**config.mk**
```make
export PLATFORM = sky130hd
export DESIGN_NAME = branch_predictor_bht
export DESIGN_NICKNAME = d
export VERILOG_FILES = /design/src/rtl/bp_pkg.sv /design/src/rtl/bp_sat_counter_table.sv /design/src/rtl/branch_predictor_bht.sv
export SDC_FILE = /design/constraint.sdc
export NUM_CORES = 1
export LEC_CHECK = 0
export ABC_AREA = 1
export CORE_MARGIN = 2
export CORE_UTILIZATION = 48
export DETAILED_ROUTE_END_ITERATION = 16
export PLACE_DENSITY = 0.72
export SLEW_MARGIN = 20
export SYNTH_ARGS = -nofsm -noshare
export SYNTH_HDL_FRONTEND = slang
export SYNTH_HIERARCHICAL = 1
export SYNTH_SLANG_ARGS = --single-unit
```
**constraint.sdc**
```tcl
create_clock -name clk -period 2.2 [get_ports clk]
set_input_delay 0.44 -clock clk [delete_from_list [all_inputs] [get_ports clk]]
set_output_delay 0.44 -clock clk [all_outputs]
set_load 0.01 [all_outputs]
```
**src/rtl/bp_pkg.sv**
```systemverilog
// Shared types and counter helpers for the branch predictor BHT.
package bp_pkg;

  typedef enum logic [0:0] {
    BP_INIT = 1'b0,
    BP_RUN  = 1'b1
  } bp_state_e;

  // Helpers work on a wide container; callers truncate to their CTR_WIDTH.
  localparam int CTR_MAX_W = 16;
  typedef logic [CTR_MAX_W-1:0] ctr_t;

  // Weakly not-taken: one below the taken threshold.
  function automatic ctr_t ctr_init(input int ctr_width);
    return ctr_t'((1 << (ctr_width - 1)) - 1);
  endfunction

  function automatic ctr_t sat_update(input ctr_t ctr, input logic taken, input int ctr_width);
    ctr_t max_val;
    max_val = ctr_t'((1 << ctr_width) - 1);
    if (taken) return (ctr == max_val) ? ctr : ctr + ctr_t'(1);
    return (ctr == '0) ? ctr : ctr - ctr_t'(1);
  endfunction

endpackage

```
**src/rtl/bp_sat_counter_table.sv**
```systemverilog
// Counter storage: one combinational read port, one clocked write port.
// A same-cycle read of the written entry returns the old value.
module bp_sat_counter_table #(
  parameter int ENTRIES   = 32,
  parameter int CTR_WIDTH = 2,
  parameter int IDX_W     = $clog2(ENTRIES)
) (
  input  logic                 clk,
  input  logic [IDX_W-1:0]     raddr,
  output logic [CTR_WIDTH-1:0] rdata,
  input  logic                 we,
  input  logic [IDX_W-1:0]     waddr,
  input  logic [CTR_WIDTH-1:0] wdata
);

  logic [CTR_WIDTH-1:0] mem [ENTRIES];

  // NOTE: the array has no reset; the top's sweep initialises every entry instead.
  always_ff @(posedge clk) begin
    if (we) mem[waddr] <= wdata;
  end

  assign rdata = mem[raddr];

endmodule

```
**src/rtl/branch_predictor_bht.sv**
```systemverilog
// Dynamic branch predictor: PC-indexed bimodal table, or gshare when
// BHT_GSHARE_EN is defined. Holds the init sweep FSM, IF->X register and stats.
module branch_predictor_bht
  import bp_pkg::*;
#(
  parameter int PC_WIDTH  = 32,
  parameter int ENTRIES   = 32,
  parameter int CTR_WIDTH = 2,
  parameter int GHR_WIDTH = 5
) (
  input  logic                clk,
  input  logic                rst,
  input  logic                stall,
  input  logic                flush,
  input  logic [PC_WIDTH-1:0] if_pc,
  input  logic                if_is_br,
  output logic                br_pred_taken,
  input  logic                x_br_taken,
  output logic                ready,
  output logic [31:0]         stat_branches,
  output logic [31:0]         stat_mispred
);

  localparam int IDX_W = $clog2(ENTRIES);
  localparam logic [CTR_WIDTH-1:0] CTR_INIT = CTR_WIDTH'(ctr_init(CTR_WIDTH));

  bp_state_e            state;
  logic [IDX_W-1:0]     sweep_idx;
  logic                 x_valid;
  logic [IDX_W-1:0]     x_idx;
  logic                 x_pred;
  logic [CTR_WIDTH-1:0] x_ctr;
  logic [IDX_W-1:0]     pc_idx;
  logic [IDX_W-1:0]     lookup_idx;
  logic [CTR_WIDTH-1:0] rdata;
  logic [CTR_WIDTH-1:0] ctr_next;
  logic                 upd;
  logic                 we;
  logic [IDX_W-1:0]     waddr;
  logic [CTR_WIDTH-1:0] wdata;
  logic                 unused_pc;

  assign pc_idx    = if_pc[IDX_W+1:2];
  assign unused_pc = ^{if_pc[PC_WIDTH-1:IDX_W+2], if_pc[1:0]};
  assign ready     = (state == BP_RUN);
  assign upd       = x_valid & ~stall & ready;
  assign ctr_next  = CTR_WIDTH'(sat_update(ctr_t'(x_ctr), x_br_taken, CTR_WIDTH));

`ifdef BHT_GSHARE_EN
  logic [GHR_WIDTH-1:0] ghr;

  always_ff @(posedge clk) begin
    if (rst)      ghr <= '0;
    else if (upd) ghr <= GHR_WIDTH'({ghr, x_br_taken});
  end

  assign lookup_idx = pc_idx ^ IDX_W'(ghr);
`else
  // Bimodal: history is permanently zero, so the index is the PC alone.
  localparam logic [GHR_WIDTH-1:0] GHR_NONE = '0;
  assign lookup_idx = pc_idx ^ IDX_W'(GHR_NONE);
`endif

  assign br_pred_taken = rdata[CTR_WIDTH-1] & if_is_br & ready;

  // NOTE: every output of this block gets a default first, so no latch is inferred.
  always_comb begin
    we    = 1'b0;
    waddr = x_idx;
    wdata = ctr_next;
    if (state == BP_INIT) begin
      we    = 1'b1;
      waddr = sweep_idx;
      wdata = CTR_INIT;
    end else if (upd) begin
      we = 1'b1;
    end
  end

  bp_sat_counter_table #(
    .ENTRIES  (ENTRIES),
    .CTR_WIDTH(CTR_WIDTH),
    .IDX_W    (IDX_W)
  ) u_table (
    .clk  (clk),
    .raddr(lookup_idx),
    .rdata(rdata),
    .we   (we),
    .waddr(waddr),
    .wdata(wdata)
  );

  // NOTE: sequential state uses non-blocking assignments so all flops see pre-edge values.
  always_ff @(posedge clk) begin
    if (rst) begin
      state     <= BP_INIT;
      sweep_idx <= '0;
    end else if (state == BP_INIT) begin
      sweep_idx <= sweep_idx + IDX_W'(1);
      if (sweep_idx == IDX_W'(ENTRIES - 1)) state <= BP_RUN;
    end
  end

  always_ff @(posedge clk) begin
    if (rst)         x_valid <= 1'b0;
    else if (flush)  x_valid <= 1'b0;
    else if (!stall) x_valid <= if_is_br & ready;
  end

  // x_ctr forwards a same-cycle update so back-to-back training of one entry stays exact.
  always_ff @(posedge clk) begin
    if (rst) begin
      x_idx  <= '0;
      x_pred <= 1'b0;
      x_ctr  <= '0;
    end else if (!stall) begin
      x_idx  <= lookup_idx;
      x_pred <= br_pred_taken;
      x_ctr  <= (upd && (x_idx == lookup_idx)) ? ctr_next : rdata;
    end
  end

  always_ff @(posedge clk) begin
    if (rst) begin
      stat_branches <= '0;
      stat_mispred  <= '0;
    end else if (upd) begin
      stat_branches <= stat_branches + 32'd1;
      if (x_pred != x_br_taken) stat_mispred <= stat_mispred + 32'd1;
    end
  end

endmodule

```
==> results of run 1 <==
-- state kept, by name, indices dropped and copies added, names as in the netlist --
register       count
u_table/mem       64
x_idx              5
x_pred             1
stat_branches     32
sweep_idx          5
x_ctr              2
stat_mispred      32
x_valid            1
ready              1
-- routing by layer --
metal / GRT usage / wire [um]
met4: 0.0889 / 345
met5: 0 / 0
met2: 0.379 / 8340
met3: 0.0497 / 949
met1: 0.295 / 7890
-- synth_stat cells, types with 2 or more instances --
cell	number
inv_1	88
nor3_2	2
nor3_1	15
ha_1	4
xnor2_1	3
nand3_4	2
nor2_4	7
edfxtp_1	64
nand2_2	11
nand4_4	2
dfxtp_1	79
or2_2	2
a31oi_1	2
nand3_1	93
clkbuf_1	9
xor2_1	6
o21ai_0	38
nor3b_1	4
a21oi_1	46
nand4_1	14
and2_1	2
nand2_1	256
buf_4	2
and3_1	2
nor2_2	3
inv_2	3
buf_6	7
o21a_1	3
buf_2	4
nor2_1	139
-- final cells by class --
cell class                      instances  share of cell area
Clock inverter                          8             0.00992
Timing Repair Buffer                  118               0.131
Timing Repair inverter                  1             0.00126
Inverter                               92              0.0407
Tap cell                              184              0.0257
Multi-Input combinational cell        662               0.347
Sequential cell                       143               0.391
Clock buffer                           24              0.0527
-- power breakdown --
part / internal, uW / switching (uW)
registers: 2780 / 14.3
logic: 141 / 213
clock network: 1710 / 1040
total: 4630 / 1260
-- worst register-to-register path, cell delays in order, from the launching register on --
cell and delay, ns:
dfxtp_1 0.39, ha_1 0.23, nand3_1 0.09, nor2_1 0.27, nand3_1 0.17, nor2_2 0.27, nand3_1 0.16, nand2_1 0.09
nand2_1 0.05, nor2_1 0.09
-- metrics by stage --
step                setup WS, ns  total power (uW)  instances  cell area [um^2]  setup TNS, ns
floorplan                  0.371              3050        920              7110              0
global placement          -0.781              3160       1195              8270         -0.855
detailed placement        -0.803              3170       1195              8270         -0.902
CTS                      0.00191              5940       1232              8930              0
global route             -0.0105              6120       1232              8950        -0.0105
finish                     0.113              5900       1232              8950              0
-- kinds of logic after synthesis --
logic type / after synthesis / synth area share
AOI/OAI and AO/OA: 91 / 0.0663
adders and majority gates: 4 / 0.00704
buffers and inverters: 115 / 0.0732
and+or+nand+nor: 558 / 0.350
xor gates and xnor gates: 9 / 0.0111
DFF: 143 / 0.493
-- worst min-delay path by stage --
stage                                start               end  slack (ns)  cells past startpoint
after global routing      stat_mispred[10]  stat_mispred[10]        0.52                      2
after global placement     stat_mispred[8]   stat_mispred[8]        0.47                      2
after floorplan                   x_idx[3]          x_idx[3]        0.45                      2
after CTS                  stat_mispred[8]   stat_mispred[8]        0.49                      2
final                      stat_mispred[8]   stat_mispred[8]        0.48                      2
after detailed placement   stat_mispred[8]   stat_mispred[8]        0.48                      2
-- repair_timing --
action,CTS,global route
hold buffers,0,0
endpoints found under the setup margin,1,36
gates resized for setup,22,9
buffers inserted,2,0
cloned,3,0
pin swaps,0,7
==> summary.md, run 1 <==
| Metric | Value |
|---|---|
| Die H | 126 um |
| Most frequent cells in the layout | nand2_1, nor2_1, nand3_1, inv_1, dfxtp_1 |
| I/O pins | ~100 |
| Fill count | 1300 |
| Critical Path Stages | 13 |
| Multi-input logic area | between 3000 and 4000 um^2 |
| ANT nets after route | 0 |
| Core Util, Final | 0.618 |
| CP delay by family, top | simple AND/OR/NAND/NOR gates |
| Clock slew at reported path FFs | roughly 0.05 ns |
| Post-Syn Instances | 920 |
| R2R Setup Slk | roughly 0.35 ns |
| Final period util | 0.949 |
| Worst flop-to-flop path startpoint | stat_mispred[1] |
| Synth-to-layout area growth | 25.9% |
| Pins Over Slew Limit | 0 |
| NumNets Final | about 1100 |
| Number of max-cap violations | 0 |
| Count of warnings emitted by yosys | 6 |
| Vias per Instance | between 5 and 6 |
| Worst Path Buf+Inv | 4 |
| Mean Syn Cell Area | just under 8 um^2 |
| Total gr overflow | 0 |
| DR pass1 iterations | 6 |
| Outcome | complete, no violations |
| Die Width | ~130 um |
| Synth Net Count | 962 |
| Final Hold Vio Count | 0 |
| Diode count | 0 |
| Reg2Reg Depth | 9 |
| Row count | 44 |
| WP data arrival | between 1.5 and 2 ns |
| Most used cell, CP | nand2_1 |
| Mapped cell area | 7110 um^2 |
| Main flop type after synthesis | dfxtp_1 |
| Synth area leader | edfxtp_1 |
| Post-Route WL | around 18 mm |
| CTS Sinks | ~140 |
| Slew @ Worst Pin | ~0.49 ns |
| # setup viols final | 0 |
| Dpl hpwl | 11.9 mm |
| Largest net degree at the start of global routing | 40 |
| Starting DRT DRC Count | 502 |
| Share of the synthesized area in the top cell type | 0.270 |
| Port-buffer cells | 76 |
| Crit. End Element | output port |
| Maximum VDD drop | about 500 uV |
| CP max FO | 8 |
| Synth async-reset ratio | 0 |
| Vias in the first global route | about 6000 |
| Vias | approximately 6300 |
| CP Class | primary input to output port |
| Synth cell types | 38 |
| Clock tree from TritonCTS | built |
| Leakage | 0.00334 uW |
| Clk_skew | between 0.007 and 0.008 ns |
| PD cells | roughly 660 nW/um^2 |
| Top cells by area, synth | edfxtp_1, dfxtp_1, nand2_1 |
| CP Cell Sequence | buf_6 > bufbuf_16 > nand2_1 > nand3_1 > nand3_1 > nand2_1 > nand2_1 > nand2_1 > nand2_2 > nand2_4 > nand3_2 > inv_1 > buf_4 |
| CTS root buffer | clkbuf_16 |
| Num CTS Buffers | 17 |
| Max clock buf depth | 2 |
| Reg2reg end | stat_mispred[22] |
| GRT Overall Usage | 0.229 |
| Slowest CP cell | bufbuf_16 |
| Initial antenna violation count | 0 |
| DRC | 0 |
| Sequential area share after synthesis | 0.493 |
| Worst hold slack | approximately 0.48 ns |
| Setup crit end | br_pred_taken |
| CP max stage delay | 0.27 ns |
| Commonest non-fill, non-tap cell in the layout | nand2_1 |
| Clock latency on the worst-skew pair | between 0.4 and 0.5 ns |
| Seq cells post-synth | 143 |
| Post-route minimum period | about 2.1 ns |
| CP Launch Type | primary input |
| Rel. slew slack | 0.668 |
| Die ar. | between 15000 and 20000 um^2 |
| Core area | 14500 um^2 |
| Critical Path RT | 1.76 ns |
| WL per Instance | 14.2 um |
| Worst Setup SP | if_pc[2] |
| H-tree Lvls | 4 |
| Min-delay worst type | flip-flop to flip-flop |
| Peak Freq | between 400 and 500 MHz |
| Layout cells sized above 1 | 0.107 |
| Starting density of the core | 0.491 |
| Sequential Area | between 3000 and 4000 um^2 |
| Global-route wire length before repair | 29.1 mm |
| GPL Wtd Cong | 0.840 |
| Post-synth EDFFs | 64 |
(Power assumes the default switching activity.)
==> inputs of run 2 (changes only) <==
--- a/config.mk
+++ b/config.mk
@@ -6,6 +6,7 @@
 export NUM_CORES = 1
 export LEC_CHECK = 0
 export ABC_AREA = 1
+export CAP_MARGIN = 0
 export CORE_MARGIN = 2
 export CORE_UTILIZATION = 48
 export DETAILED_ROUTE_END_ITERATION = 16
==> results of run 2 <==
No change in the layout: final DEF, timing and power equal those of run 1.
==> inputs of run 3 (changes only) <==
--- a/config.mk
+++ b/config.mk
@@ -6,7 +6,6 @@
 export NUM_CORES = 1
 export LEC_CHECK = 0
 export ABC_AREA = 1
-export CAP_MARGIN = 0
 export CORE_MARGIN = 2
 export CORE_UTILIZATION = 48
 export DETAILED_ROUTE_END_ITERATION = 16
==> results of run 3 <==
No change in the layout: final DEF, timing and power equal those of run 1.
